`src/rtl/pc_pkg.sv`:
```
// rtl/pc_pkg.sv - shared PC source encodings and defaults for the PC/branch unit
package pc_pkg;

  typedef enum logic [1:0] {
    PC_SEQ = 2'b00,
    PC_BR  = 2'b01,
    PC_JMP = 2'b10,
    PC_RET = 2'b11
  } pcsrc_e;

  localparam int INSTR_BYTES = 2;

endpackage

```
`src/rtl/link_stack.sv`:
```
// rtl/link_stack.sv - circular link stack with top pointer, count, push/pop/swap
module link_stack #(
  parameter int WIDTH = 16,
  parameter int DEPTH = 4,
  localparam int PW   = $clog2(DEPTH),
  localparam int CW   = PW + 1
) (
  input  logic             clk,
  input  logic             rst_n,
  input  logic             push,
  input  logic             pop,
  input  logic [WIDTH-1:0] push_data,
  output logic [WIDTH-1:0] top_data,
  output logic [CW-1:0]    count,
  output logic             empty,
  output logic             full
);

  logic [WIDTH-1:0] mem [DEPTH];
  logic [PW-1:0]    tp;
  logic             do_pop;

  assign empty    = (count == '0);
  assign full     = (count == CW'(DEPTH));
  assign top_data = mem[tp];
  // A pop on an empty stack is a no-op here; the owner flags it.
  assign do_pop   = pop & ~empty;

  // Push+pop together swaps the top in place; a push when full wraps onto the oldest slot.
  always_ff @(posedge clk or negedge rst_n) begin
    if (!rst_n) begin
      tp    <= '0;
      count <= '0;
      for (int i = 0; i < DEPTH; i++) mem[i] <= '0;
    end else if (push && do_pop) begin
      mem[tp] <= push_data;
    end else if (push) begin
      tp                <= tp + PW'(1);
      mem[tp + PW'(1)]  <= push_data;
      if (!full) count  <= count + CW'(1);
    end else if (do_pop) begin
      tp    <= tp - PW'(1);
      count <= count - CW'(1);
    end
  end

endmodule

```
`src/rtl/pc_branch_unit.sv`:
```
// rtl/pc_branch_unit.sv - architectural PC, next-PC resolution, link stack and sticky errors
module pc_branch_unit
  import pc_pkg::*;
#(
  parameter int              WIDTH       = 16,
  parameter logic [WIDTH-1:0] RESET_PC   = '0,
  parameter int              INSTR_BYTES = pc_pkg::INSTR_BYTES,
  parameter int              STACK_DEPTH = 4,
  localparam int             CW          = $clog2(STACK_DEPTH) + 1
) (
  input  logic             CLK,
  input  logic             RST_N,
  input  logic             PCWrite,
  input  logic [1:0]       PCSrc,
  input  logic             PushLink,
  input  logic             ShouldBranch,
  input  logic [WIDTH-1:0] ALUOut,
  input  logic [WIDTH-1:0] Offset,
  input  logic             ClearErr,
  output logic [WIDTH-1:0] PC,
  output logic             BranchTaken,
  output logic [CW-1:0]    StackCount,
  output logic             StackOverflow,
  output logic             StackUnderflow,
  output logic             MisalignErr
);

  logic [WIDTH-1:0] seq_pc;
  logic [WIDTH-1:0] target;
  logic [WIDTH-1:0] next_pc;
  logic [WIDTH-1:0] top_data;
  logic             redirect;
  logic             is_ret;
  logic             stk_empty;
  logic             stk_full;
  logic             push;
  logic             pop;
  logic             ovf_ev;
  logic             unf_ev;
  logic             mis_ev;

  assign seq_pc = PC + WIDTH'(INSTR_BYTES);
  assign is_ret = (pcsrc_e'(PCSrc) == PC_RET);
  assign push   = PCWrite & PushLink;
  assign pop    = PCWrite & is_ret;

  // Select the next PC; redirect marks any non-sequential target actually taken.
  always_comb begin
    target   = seq_pc;
    redirect = 1'b0;
    case (pcsrc_e'(PCSrc))
      PC_SEQ: target = seq_pc;
      PC_BR: begin
        if (ShouldBranch) begin
          target   = PC + Offset;
          redirect = 1'b1;
        end
      end
      PC_JMP: begin
        target   = ALUOut;
        redirect = 1'b1;
      end
      PC_RET: begin
        if (!stk_empty) begin
          target   = top_data;
          redirect = 1'b1;
        end
      end
      default: target = seq_pc;
    endcase
  end

  // Redirected targets are forced halfword-aligned; the odd bit is reported instead.
  assign next_pc = {target[WIDTH-1:1], target[0] & ~redirect};
  assign mis_ev  = PCWrite & redirect & target[0];
  assign unf_ev  = pop & stk_empty;
  // A swap (push with a successful pop) never grows the stack, so it cannot overflow.
  assign ovf_ev  = push & stk_full & ~(is_ret & ~stk_empty);

  link_stack #(
    .WIDTH (WIDTH),
    .DEPTH (STACK_DEPTH)
  ) u_link_stack (
    .clk       (CLK),
    .rst_n     (RST_N),
    .push      (push),
    .pop       (pop),
    .push_data (seq_pc),
    .top_data  (top_data),
    .count     (StackCount),
    .empty     (stk_empty),
    .full      (stk_full)
  );

  // PC and redirect pulse advance only on enabled steps; sticky flags clear unless re-hit.
  always_ff @(posedge CLK or negedge RST_N) begin
    if (!RST_N) begin
      PC             <= RESET_PC;
      BranchTaken    <= 1'b0;
      StackOverflow  <= 1'b0;
      StackUnderflow <= 1'b0;
      MisalignErr    <= 1'b0;
    end else begin
      if (PCWrite) PC <= next_pc;
      BranchTaken    <= PCWrite & redirect;
      StackOverflow  <= (StackOverflow  & ~ClearErr) | ovf_ev;
      StackUnderflow <= (StackUnderflow & ~ClearErr) | unf_ev;
      MisalignErr    <= (MisalignErr    & ~ClearErr) | mis_ev;
    end
  end

endmodule

```
`config.mk`:
```
export PLATFORM = sky130hd
export DESIGN_NAME = pc_branch_unit
export DESIGN_NICKNAME = d
export VERILOG_FILES = /design/src/rtl/pc_pkg.sv /design/src/rtl/link_stack.sv /design/src/rtl/pc_branch_unit.sv
export SDC_FILE = /design/constraint.sdc
export NUM_CORES = 1
export LEC_CHECK = 0
export BUFFER_PORTS_ARGS = -buffer_cell sky130_fd_sc_hd__buf_2
export CORE_MARGIN = 4
export CORE_UTILIZATION = 59
export DETAILED_ROUTE_END_ITERATION = 10
export GPL_TIMING_DRIVEN = 1
export PLACE_DENSITY = 0.81
export SLEW_MARGIN = 20
export SYNTH_ARGS = -nofsm -noshare
export SYNTH_HDL_FRONTEND = slang
export SYNTH_SLANG_ARGS = --single-unit
```
`constraint.sdc`:
```
create_clock -name CLK -period 3.7 [get_ports CLK]
set_input_delay 0.185 -clock CLK [delete_from_list [all_inputs] [get_ports CLK]]
set_output_delay 0.185 -clock CLK [all_outputs]
set_load 0.05 [all_outputs]
```
* After elaboration in Yosys (flattened, before gate mapping) *
Cells that the tools add are included.

storage, ports and cells
  register bits after elaboration = 89
  bits in latches = 0
  RAM bits = 0
  memory bits (read-only) = 0
  bits of input ports = 40
  output and inout port bits = 23
  logic and storage cells = 80
  memories = 0

cells by class
  $add $sub $neg = 6
  $mul = 0
  div/mod/pow operators = 0
  $lt $le $gt $ge = 4
  eq/ne operators = 5
  shifts and indexed selects = 0
  mux-type cells = 22
  bitwise gates (word level) = 23
  reductions and logical operators = 9

operator list
  kind                   count
  $bwmux 64              2
  $mux 64                2
  $mux 16                6
  $demux 16 s2           2
  $pmux 16 s4            1
  $bmux 16 s2            1
  $add 16x16->16         1
  $add 16x2->16 const B  1
  $and 1x1->1            13
  $mux 3                 3
  $ge 3x3->1 const B     2
  $lt 3x1->1 const B     2
  $not 2->3              2
  $not 1->1              5
  $eq 2x2->1 const B     2
  $mux 2                 2
  $reduce_bool 2->1      2
  $add 3x1->3 const B    1
  $eq 3x3->1 const B     1
  $logic_and 1x1->1      3
  $logic_not 3->1        1
  $or 1x1->1             3
  $pmux 1 s3             1
  $reduce_and 3->1       1
  8 further kinds        9

* Logic depth before layout (Yosys ltp) *
  depth in word-level cells = 9
  depth in mapped cells = 12
  depth with buffers taken out = 9

* By module *
Synthesis repeated with hierarchy kept, for this count alone.

second synthesis, totals
  cells, all modules = 551
  area, all modules = 5774.3 um^2

modules (own cells, without submodules)
  module          instances  cells each  area each (um^2)  seq. area each (um^2)
  link_stack      1          268         3579.7            1726.7
  pc_branch_unit  1          283         2194.6            500.5

* Worst setup path after synthesis *
Ideal clock, no wire load.

  path type = reg2reg
  start point = reg u_link_stack.count[0]
  end point = reg u_link_stack.mem[58] (netlist bit)
  library setup time = 0.143 ns
  arrival = 2.728 ns
  data required time = 3.557 ns
  slack = 0.829 ns
  stages on the path, launching flop included = 12
  buffers on the path = 3
  clock period less this slack = 2.871 ns
  path through = dfrtp_1 nor3_2 nor2_1 nand2_1 inv_1 ha_1 buf_2 mux2i_1 nor2_1 clkbuf_1 buf_1 a21oi_1

between the ends
  word-level cells in the longest chain between the ends = 5
  elaborated cells between the ends (all ways) = 6
  those cells by class = mux: 1; bitwise: 2; reduce/logical: 3

RTL lines
  what                                          line              source
  start, declared                               link_stack.sv:14  output logic [CW-1:0] count,
  start signal, assigned                        link_stack.sv:40  if (!full) count <= count + CW'(1);
  start signal, assigned                        link_stack.sv:43  count <= count - CW'(1);
  $logic_not 3->1 *                             link_stack.sv:23  assign empty = (count == '0);
  $not 1->1 *                                   link_stack.sv:27  assign do_pop = pop & ~empty;
  $and 1x1->1 *                                 link_stack.sv:27
  $logic_and 1x1->1 *                           link_stack.sv:35  end else if (push && do_pop) begin
  $mux 64 or $reduce_bool 2->1 (tied branches)  n/a
  end signal, assigned by index                 link_stack.sv:36  mem[tp] <= push_data;
  end signal, assigned by index                 link_stack.sv:39  mem[tp + PW'(1)] <= push_data;
  end, declared                                 link_stack.sv:19  logic [WIDTH-1:0] mem [DEPTH];

Mark *: on every way between the ends. The rest lies on a longest branch, timed or not.
A chain may end at the register's enable or synchronous reset.

* Worst setup path in the final report *
  start point = reg u_link_stack.count[0]
  end point = reg u_link_stack.mem[2] (netlist bit)

The elaborated chain is that of the path after synthesis.

==> metrics.txt <==
status complete, no violations; Final Cell Area 0.00588 mm^2; Synth Area in Simple Gates 13.4%; Mean Syn Cell Area 10.1 um^2; Net count, final 645; Hold Fails Final Rpt 0; number of logic stages on the critical path including buffering 10; Core Util, Final 67.4%; CTS tree yes; total power 4.80 mW; VDD IR max 0.000357 V; Clock Path Buffers 2; Skew-Pair Late Insertion Delay 0.35 ns; largest net degree at the start of global routing 90; P per Cell Area 817 mW/mm^2; Async SR Flop Fraction 100%; core area 0.00872 mm^2; slowest stage delay, CP 0.48 ns; vias in the first global route 4,312; Mapped Cells 525; layout cells sized above 1 23.1%; Worst Setup Path Type flop to flop; DRC viols 0; ANT nets after route 0; dpl hpwl 9.94 mm; H-tree depth 3; DR vias 4,403; routed len/inst 19.3 um; postcts setup bufs 0; reg2reg path depth 10; Yosys reg bits 89; Startpoint Class flop; crit share post-route 75.8%; Worst path most repeated cell buf_4; CP bufs+invs 3; Worst Hold Slack 0.0363 ns; synth-to-layout area growth 11.0%; predominant post-synthesis flop cell dfrtp_1; RSZ-0062 raised after global routing no; slowest library cell on the worst path dfrtp_1; critical path arrival 3.05 ns; Root Buffer clkbuf_8; Worst setup EP type flop; HP Class input port to flop; Worst Hold Path Cells 2; FMAX 0.356 GHz; Slew HR 36.8%; TNS Setup 0 ns; Num CTS Buffers 9; Yosys cell types 60; complex-gate fraction of the synthesized area 19.4%; xor/xnor share of the synthesized area 4.30%; antenna cells 0; top cell family by delay on the critical path simple AND/OR/NAND/NOR gates; initial antenna violation count 0; GRT Residual Overflow 0; total global-route track usage 26.3%; syn nets 589; die height 103 um; row count 34; worst slew pin tran 0.946 ns; final WL 13.3 mm; post-synthesis sequential area ratio 42.1%; die area 0.0106 mm^2; PostCTS Resize Cnt 0; clock net sink count 89; Placed Area 0.00569 mm^2; Post-synth EDFFs 0; fin crit period 2.81 ns; post-synthesis mux area share 11.1%; max-slew violations 0; Max-Cap Viols 0; skew final 0.0147 ns; Setup violations, final 0; WP data required 3.94 ns; Netlist Area Pre-Place 0.00530 mm^2; worst path cell trace nor3_2, buf_4, nor2_1, nand2_1, inv_1, ha_1, mux2i_1, nor2_2, buf_4, mux2_2; first-pass GRT wire length 21.4 mm; IO Pins 63; First-pass DRT Iterations 5; starting density of the core 60.7%; adder-cell share of the synthesized area 5.95%; CP Max Fanout 29; chip width 103 um; DRT iter0 DRCs 347; number of port buffers 62; routability cong. 0.928; LEAKAGE 2.55 nW; largest family of logic cells by synthesized area compound AO/OA/AOI/OAI gates; Ys Warns 0; clock-pin slew on the worst setup and hold paths 0.10 ns; drt via density 6.35
report_power, final:
part	internal, mW	switching (mW)
combinational	1.00	1.39
sequential	1.39	0.403
clock	0.264	0.353
synthesized netlist by cell type, drive strengths merged (2+ instances only):
library cell | n | area [um^2]
nand2 | 22 | 85.1
or3 | 4 | 25.0
clkbuf | 17 | 63.8
mux2 | 14 | 158
ha | 22 | 275
o22ai | 5 | 31.3
and4 | 4 | 37.5
nor2 | 77 | 289
nor4b | 3 | 26.3
nand4 | 7 | 58.8
fa | 2 | 40.0
o211ai | 5 | 37.5
xor2 | 11 | 96.3
a221oi | 5 | 56.3
buf | 11 | 77.6
a2111oi | 4 | 48.8
inv | 15 | 56.3
dfrtp | 89 | 2230
mux2i | 7 | 70.1
a222oi | 5 | 50.1
xnor2 | 15 | 131
o211a | 2 | 20.0
a21oi | 77 | 385
nor2b | 4 | 25.0
and3 | 4 | 25.0
o21bai | 3 | 22.5
nand3 | 8 | 40.0
a31oi | 5 | 31.3
mux4 | 16 | 360
o31ai | 2 | 15.0
and2 | 4 | 25.0
o21ai | 22 | 121
nor3 | 5 | 40.0
a21o | 10 | 75.1
o21a | 4 | 30.0
a2111o | 2 | 22.5
cell usage in the layout (no fill, tap or decap), types with 4 or more instances in the layout:
master	instances
dfrtp_1	89
a21oi_1	77
nor2_1	73
buf_2	61
ha_1	22
nand2_1	21
mux4_2	16
inv_1	15
xnor2_1	15
mux2_2	14
o21ai_0	12
xor2_1	11
a21o_1	10
clkbuf_8	10
buf_4	10
o21ai_1	9
nand3_1	8
mux2i_1	7
nand4_1	6
a222oi_1	5
o22ai_1	5
o211ai_1	5
a31oi_1	5
or3_1	4
o21a_1	4
and3_1	4
nor2b_1	4
and2_1	4
nor2_2	4
flip-flops by register name (all words and copies together) (netlist names):
name,cells
u_link_stack.mem,64
PC,16
u_link_stack.count,3
u_link_stack.tp,2
BranchTaken,1
MisalignErr,1
StackOverflow,1
StackUnderflow,1
path summary, 6_finish.rpt:
path                            slack (ns)              endpoint             startpoint
worst max-delay path                  0.89   u_link_stack.mem[2]  u_link_stack.count[0]
worst min-delay path                  0.04         StackOverflow               ClearErr
worst max register to register        0.89   u_link_stack.mem[2]  u_link_stack.count[0]
worst min register to register        0.51  u_link_stack.mem[33]   u_link_stack.mem[33]
max in group asynchronous             2.70  u_link_stack.mem[43]                  RST_N
min in group asynchronous             0.44  u_link_stack.mem[18]                  RST_N
what timing repair did:
item | CTS | global route
endpoints found under the hold margin | 0 | 89
hold buffers | 0 | 1
setup endpoints to repair | 0 | 0
cell families (layout without fill, tap and decap cells):
logic type,after synthesis,after routing
muxes,37,37
DFF,89,89
xor gates and xnor gates,26,26
buffers and inverters,43,103
AOI/OAI and AO/OA,160,160
and+or+nand+nor,146,146
adders and majority gates,24,24
cell type report:
type	count	area [um^2]
Inverter	15	56.3
Tap cell	108	135
Sequential cell	89	2230
Clock inverter	5	38.8
Timing Repair Buffer	73	402
Multi-Input combinational cell	393	2880
Clock buffer	10	138
Fill cell	668	2840
metrics by stage:
stage | std cells | worst slack (ns)
6_report | 693 | 0.895
5_1_grt | 693 | 0.699
3_5_place_dp | 677 | 0.908
3_3_place_gp | 677 | 1.09
2_1_floorplan | 525 | 0.829
4_1_cts | 692 | 0.903
layer usage:
| layer | part of all wire (%) | track usage [%] | up-vias |
|---|---|---|---|
| met5 | 0 | 0 | - |
| met3 | 8.0 | 4.33 | 31 |
| li1 | - | - | 2050 |
| met1 | 41 | 34.7 | 2101 |
| met2 | 49 | 44.1 | 221 |
| met4 | 2.5 | 9.46 | 0 |
Note: power is estimated with default switching activity, not from simulation.
